File: config.mk
export PLATFORM = sky130hd
export DESIGN_NAME = cap_sync_ctrl
export DESIGN_NICKNAME = d
export VERILOG_FILES = /design/src/rtl/cap_sync_pkg.sv /design/src/rtl/cap_sync_ctrl_updn.sv /design/src/rtl/cap_sync_ctrl.sv
export SDC_FILE = /design/constraint.sdc
export NUM_CORES = 1
export LEC_CHECK = 0
export ABC_AREA = 1
export CAP_MARGIN = 10
export CORE_MARGIN = 5
export CORE_UTILIZATION = 59
export CTS_CLUSTER_DIAMETER = 120
export DETAILED_ROUTE_END_ITERATION = 8
export PLACE_DENSITY = 0.82
export SLEW_MARGIN = 20
export SYNTH_ARGS = -nofsm -noshare
export SYNTH_HDL_FRONTEND = slang
export SYNTH_HIERARCHICAL = 1
export SYNTH_SLANG_ARGS = --single-unit
File: constraint.sdc
create_clock -name clk -period 2.1 [get_ports clk]
set_input_delay 0.42 -clock clk [delete_from_list [all_inputs] [get_ports clk]]
set_output_delay 0.42 -clock clk [all_outputs]
set_load 0.01 [all_outputs]
File: src/rtl/cap_sync_pkg.sv
// Shared types and default sizing for the crank-wheel capture/sync controller.
package cap_sync_pkg;

  localparam int unsigned DEF_WIDTH   = 16;
  localparam int unsigned DEF_TOOTH_W = 6;
  localparam int unsigned DEF_TEETH   = 58;

  typedef enum logic [1:0] {
    StIdle    = 2'd0,
    StFirst   = 2'd1,
    StMeasure = 2'd2,
    StRun     = 2'd3
  } state_e;

endpackage

File: src/rtl/cap_sync_ctrl_updn.sv
// Generic up/down counter with synchronous reset, synchronous load and count enable.
module cap_sync_ctrl_updn #(
  parameter int unsigned WIDTH = 16
) (
  input  logic             clk,
  input  logic             arst,
  input  logic             srst,
  input  logic             ena,
  input  logic             sel,
  input  logic             sload,
  input  logic [WIDTH-1:0] load_val,
  output logic [WIDTH-1:0] cnt
);

  // Priority: srst over sload over counting; sel=1 counts down.
  always_ff @(posedge clk or posedge arst) begin
    if (arst) begin
      cnt <= '0;
    end else if (srst) begin
      cnt <= '0;
    end else if (sload) begin
      cnt <= load_val;
    end else if (ena) begin
      cnt <= sel ? cnt - WIDTH'(1) : cnt + WIDTH'(1);
    end
  end

endmodule

File: src/rtl/cap_sync_ctrl.sv
// Tooth-period capture and missing-tooth synchronisation for a toothed crank wheel.
// The tooth strobe is named tooth_edge because "edge" is a reserved word.
module cap_sync_ctrl
  import cap_sync_pkg::*;
#(
  parameter int unsigned WIDTH   = DEF_WIDTH,
  parameter int unsigned TOOTH_W = DEF_TOOTH_W,
  parameter int unsigned TEETH   = DEF_TEETH
) (
  input  logic               clk,
  input  logic               arst,
  input  logic               ena,
  input  logic               tooth_edge,
  output logic [WIDTH-1:0]   period,
  output logic               period_valid,
  output logic               gap,
  output logic [TOOTH_W-1:0] tooth_num,
  output logic               synced,
  output logic               sync_err,
  output logic               ovf
);

  localparam logic [WIDTH-1:0]   CntMax    = '1;
  localparam logic [TOOTH_W-1:0] LastTooth = TOOTH_W'(TEETH - 1);

  state_e               state_q, state_d;
  logic [WIDTH-1:0]     cnt, cnt_load;
  logic                 cnt_sload, cnt_inc;
  logic [WIDTH-1:0]     period_q, period_d, prev_q, prev_d;
  logic [TOOTH_W-1:0]   tooth_q, tooth_d;
  logic                 synced_q, synced_d;
  logic                 pv_q, pv_d, gap_q, gap_d, err_q, err_d, ovf_q, ovf_d;
  logic                 is_gap;

  cap_sync_ctrl_updn #(
    .WIDTH(WIDTH)
  ) u_cnt (
    .clk      (clk),
    .arst     (arst),
    .srst     (1'b0),
    .ena      (cnt_inc),
    .sel      (1'b0),
    .sload    (cnt_sload),
    .load_val (cnt_load),
    .cnt      (cnt)
  );

  // Extra bit keeps 2*prev from wrapping.
  assign is_gap = {1'b0, cnt} >= {prev_q, 1'b0};

  always_comb begin
    state_d   = state_q;
    cnt_sload = 1'b0;
    cnt_load  = '0;
    cnt_inc   = 1'b0;
    period_d  = period_q;
    prev_d    = prev_q;
    tooth_d   = tooth_q;
    synced_d  = synced_q;
    pv_d      = 1'b0;
    gap_d     = 1'b0;
    err_d     = 1'b0;
    ovf_d     = 1'b0;

    if (!ena) begin
      state_d   = StIdle;
      cnt_sload = 1'b1;
      synced_d  = 1'b0;
      tooth_d   = '0;
    end else begin
      case (state_q)
        StIdle: begin
          state_d   = StFirst;
          cnt_sload = 1'b1;
        end
        StFirst: begin
          cnt_sload = 1'b1;
          if (tooth_edge) begin
            cnt_load = WIDTH'(1);
            state_d  = StMeasure;
          end
        end
        StMeasure, StRun: begin
          if (tooth_edge) begin
            cnt_sload = 1'b1;
            cnt_load  = WIDTH'(1);
            period_d  = cnt;
            prev_d    = cnt;
            pv_d      = 1'b1;
            state_d   = StRun;
            if (state_q == StRun) begin
              if (is_gap) begin
                gap_d   = 1'b1;
                tooth_d = '0;
                if (synced_q && tooth_q != LastTooth) begin
                  err_d    = 1'b1;
                  synced_d = 1'b0;
                end else begin
                  synced_d = 1'b1;
                end
              end else if (synced_q) begin
                if (tooth_q == LastTooth) begin
                  err_d    = 1'b1;
                  synced_d = 1'b0;
                  tooth_d  = '0;
                end else begin
                  tooth_d = tooth_q + TOOTH_W'(1);
                end
              end else begin
                tooth_d = '0;
              end
            end
          end else if (cnt == CntMax) begin
            // Wheel stalled: drop sync and wait for a fresh start edge.
            cnt_sload = 1'b1;
            ovf_d     = 1'b1;
            synced_d  = 1'b0;
            tooth_d   = '0;
            state_d   = StFirst;
          end else begin
            cnt_inc = 1'b1;
          end
        end
        default: state_d = StIdle;
      endcase
    end
  end

  always_ff @(posedge clk or posedge arst) begin
    if (arst) begin
      state_q  <= StIdle;
      period_q <= '0;
      prev_q   <= '0;
      tooth_q  <= '0;
      synced_q <= 1'b0;
      pv_q     <= 1'b0;
      gap_q    <= 1'b0;
      err_q    <= 1'b0;
      ovf_q    <= 1'b0;
    end else begin
      state_q  <= state_d;
      period_q <= period_d;
      prev_q   <= prev_d;
      tooth_q  <= tooth_d;
      synced_q <= synced_d;
      pv_q     <= pv_d;
      gap_q    <= gap_d;
      err_q    <= err_d;
      ovf_q    <= ovf_d;
    end
  end

  assign period       = period_q;
  assign period_valid = pv_q;
  assign gap          = gap_q;
  assign tooth_num    = tooth_q;
  assign synced       = synced_q;
  assign sync_err     = err_q;
  assign ovf          = ovf_q;

endmodule
==> flow_metrics.tcl, run 1 <==
set metrics [dict create \
    clock-sinks 45 \
    post-cts-setup-buffer-count 0 \
    initial_utilization_pct 60.5 \
    fin_crit_ns 1.92 \
    m1WireLength_mm 3.61 \
    fillCellCount 497 \
    wl_met2_mm 3.98 \
    seq_area_frac_synth_pct 31.4 \
    yosysWarningCount 6 \
    cap_viol_max_count 0 \
    fin_tns_setup_ns 0 \
    hold_path_class "in2async" \
    coreArea_sq_um 5920 \
    finalSetupViolations 0 \
    hold_viol_final 0 \
    final_util_pct 72.3 \
    synthFlopType "dfrtp_1" \
    remaining_drc_errors 0 \
    ant_nets 0 \
    cts_root_buffer "clkbuf_8" \
    drtIter0Drc 139 \
    post-route-period-util_pct 91.4 \
    avgSynthCellArea_sq_um 6.74 \
    start_kind "flop" \
    slew-limit-headroom_pct 58.7 \
    peakVddDrop_mv 0.410 \
    crit_type "reg2reg" \
    synth_cells 531 \
    synth_top_area_share_pct 31.4 \
    synthesis.area_sq_um 3580 \
    timing.final.max_slew_violations 0 \
    tightest_slew_ns 0.619 \
    grt_pass1_wl_mm 14.0 \
    nets 646 \
    ys_top_cells_by_count "nand2_1, inv_1, nor2_1" \
    grt_max_degree 30 \
    drive_gt1_share_pct 9.00 \
    drtPass1Iterations 5 \
    skew_ns 0.0106 \
    routabilityCongestion 0.845 \
    dpl.hpwl_mm 6.49 \
    routedWlPerCell_um 11.8 \
    synth_edf_count 0 \
    p_leak_nw 2.32 \
    fmax_ghz 0.521 \
    yosysMostFrequentCell "nand2_1" \
    vias 3445 \
    critPathRequiredTime_ns 2.30 \
    area_delta_synth_final_pct 19.6 \
    grtUsageTotal_pct 22.4 \
    synthArstFlopShare_pct 100 \
    cts_buffer_depth 2 \
    die_w_um 87.9 \
    synth.area.top_cells "dfrtp_1, nand2_1, ha_1, inv_1, nor2_1" \
    io_pins 31 \
    yosysTopAreaCell "dfrtp_1" \
    rsz0062_at_grt "no" \
    p_per_area_nw_per_um2 642 \
    die_height_um 87.9 \
    synth-seq-cells 45 \
    status "completed" \
    clkTransAtPathRegs_ns 0.08 \
    die-area_sq_um 7730 \
    ys_types 39 \
    diodes 0 \
    cp_max_fo 19 \
    cp.arrival_ns 2.12 \
    routed_wl_mm 8.06 \
    grt_overflow 0 \
    numCtsBuffers 5 \
    grt_pass1_vias 3327 \
    io_buffers 30 \
    htreeDepth 2 \
    antenna_found_initial 0 \
    insertion_delay_ns 0.30 \
    tritoncts "done" \
    wl_met3_um 336 \
    rows 28 \
    viasPerCell 5.02 \
    setup.worst_path.end_class "flop" \
    top_layer_used "met4" \
]
==> flip-flops by register name, indices dropped and copies added (netlist names) <==
name          flops
ovf               1
sync_err          1
period_valid      1
u_cnt/cnt        16
prev_q           16
tooth_num         6
gap               1
synced            1
state_q           2
==> cell type report <==
cell class | count | area [sq um] | share of cell area (%)
clock buffer | 8 | 80.1 | 1.87
inverter | 83 | 314 | 7.33
multi-input combinational | 427 | 2190 | 51.2
sequential | 45 | 1130 | 26.4
tap | 75 | 93.8 | 2.19
timing repair buffer | 48 | 473 | 11.0
==> critical path, stage by stage, from the launching register on <==
cell and delay (ns):
dfrtp_2 0.45, nand2_1 0.07, nor2_1 0.12, nand2_1 0.10, nor2_4 0.16, nor2_1 0.05
nand2_1 0.13, buf_4 0.16, inv_2 0.06, buf_12 0.15, nor2_1 0.10, nor2_1 0.06
a22o_1 0.19
==> layout by cell type (no fill, tap or decap), types with 3 or more instances in the layout <==
cell type / n
nand2_2: 5
conb_1: 33
nor2_4: 4
nor2_2: 6
nor2_1: 63
buf_4: 15
nand2_1: 181
clkbuf_1: 3
nand4_1: 9
inv_2: 6
xnor2_1: 3
inv_1: 75
a21oi_1: 16
o21ai_1: 3
nand3_1: 29
a22o_1: 3
buf_12: 3
ha_1: 31
o31ai_1: 3
o21ai_0: 18
dfrtp_1: 43
clkdlybuf4s50_1: 30
clkbuf_8: 5
==> cells by family after synthesis <==
kind of cell / after synthesis / synth area share [%]
adder cells (fa/ha/maj): 32 / 11.4
buffers and inverters: 91 / 10.7
AND/OR/NAND/NOR: 309 / 37.1
flip-flops: 45 / 31.4
AO/OA/AOI/OAI: 48 / 8.07
XOR/XNOR: 5 / 1.22
other: 1 / 0.105
==> metal layers <==
metal / GRT usage (%) / vias up
met5: 0 / -
met4: 7.67 / 0
met3: 2.07 / 13
met2: 40.6 / 74
met1: 27.8 / 1572
li1: - / 1786
==> stage by stage <==
stage | hold WS [ns] | std cells | worst slack [ns] | cell area, sq um | total power (W)
2_1_floorplan | 0.334 | 563 | 0.386 | 3700 | 0.00181
3_3_place_gp | 0.513 | 678 | 0.0500 | 4200 | 0.00218
3_5_place_dp | 0.518 | 678 | 0.0351 | 4200 | 0.00222
4_1_cts | 0.535 | 686 | 0.100 | 4280 | 0.00275
5_1_grt | 0.569 | 686 | 0.0435 | 4280 | 0.00296
6_report | 0.519 | 686 | 0.180 | 4280 | 0.00275
==> repair_timing <==
action / CTS / global route
endpoints found under the setup margin: 0 / 2
hold buffers: 0 / 0
gates resized for setup: 0 / 2
==> final timing paths <==
path	startpoint	end	slack (ns)	depth (start not counted)
max	u_cnt/cnt[1]$_DFFE_PP0P_	u_cnt/cnt[6]$_DFFE_PP0P_	0.18	12
min	arst	prev_q[10]$_DFFE_PP0P_	0.52	3
max reg2reg	u_cnt/cnt[1]$_DFFE_PP0P_	u_cnt/cnt[6]$_DFFE_PP0P_	0.18	12
min reg2reg	prev_q[0]$_DFFE_PP0P_	prev_q[0]$_DFFE_PP0P_	0.54	2
max in group asynchronous	arst	u_cnt/cnt[9]$_DFFE_PP0P_	1.13	2
min in group clk	prev_q[0]$_DFFE_PP0P_	prev_q[0]$_DFFE_PP0P_	0.54	2
==> where the power goes <==
| part | switching (W) | total [W] | internal, W |
|---|---|---|---|
| sequential | 0.0000944 | 0.00108 | 0.000987 |
| combinational | 0.000648 | 0.00114 | 0.000493 |
| clock | 0.000290 | 0.000527 | 0.000237 |
| total | 0.00103 | 0.00275 | 0.00172 |
Power figures use the tool's default switching activity.
==> run 2: changes to the inputs <==
--- a/config.mk
+++ b/config.mk
@@ -6,7 +6,6 @@
 export NUM_CORES = 1
 export LEC_CHECK = 0
 export ABC_AREA = 1
-export CAP_MARGIN = 10
 export CORE_MARGIN = 5
 export CORE_UTILIZATION = 59
 export CTS_CLUSTER_DIAMETER = 120
==> results of run 2 <==
Final layout, timing and power as in run 1 (identical DEF).
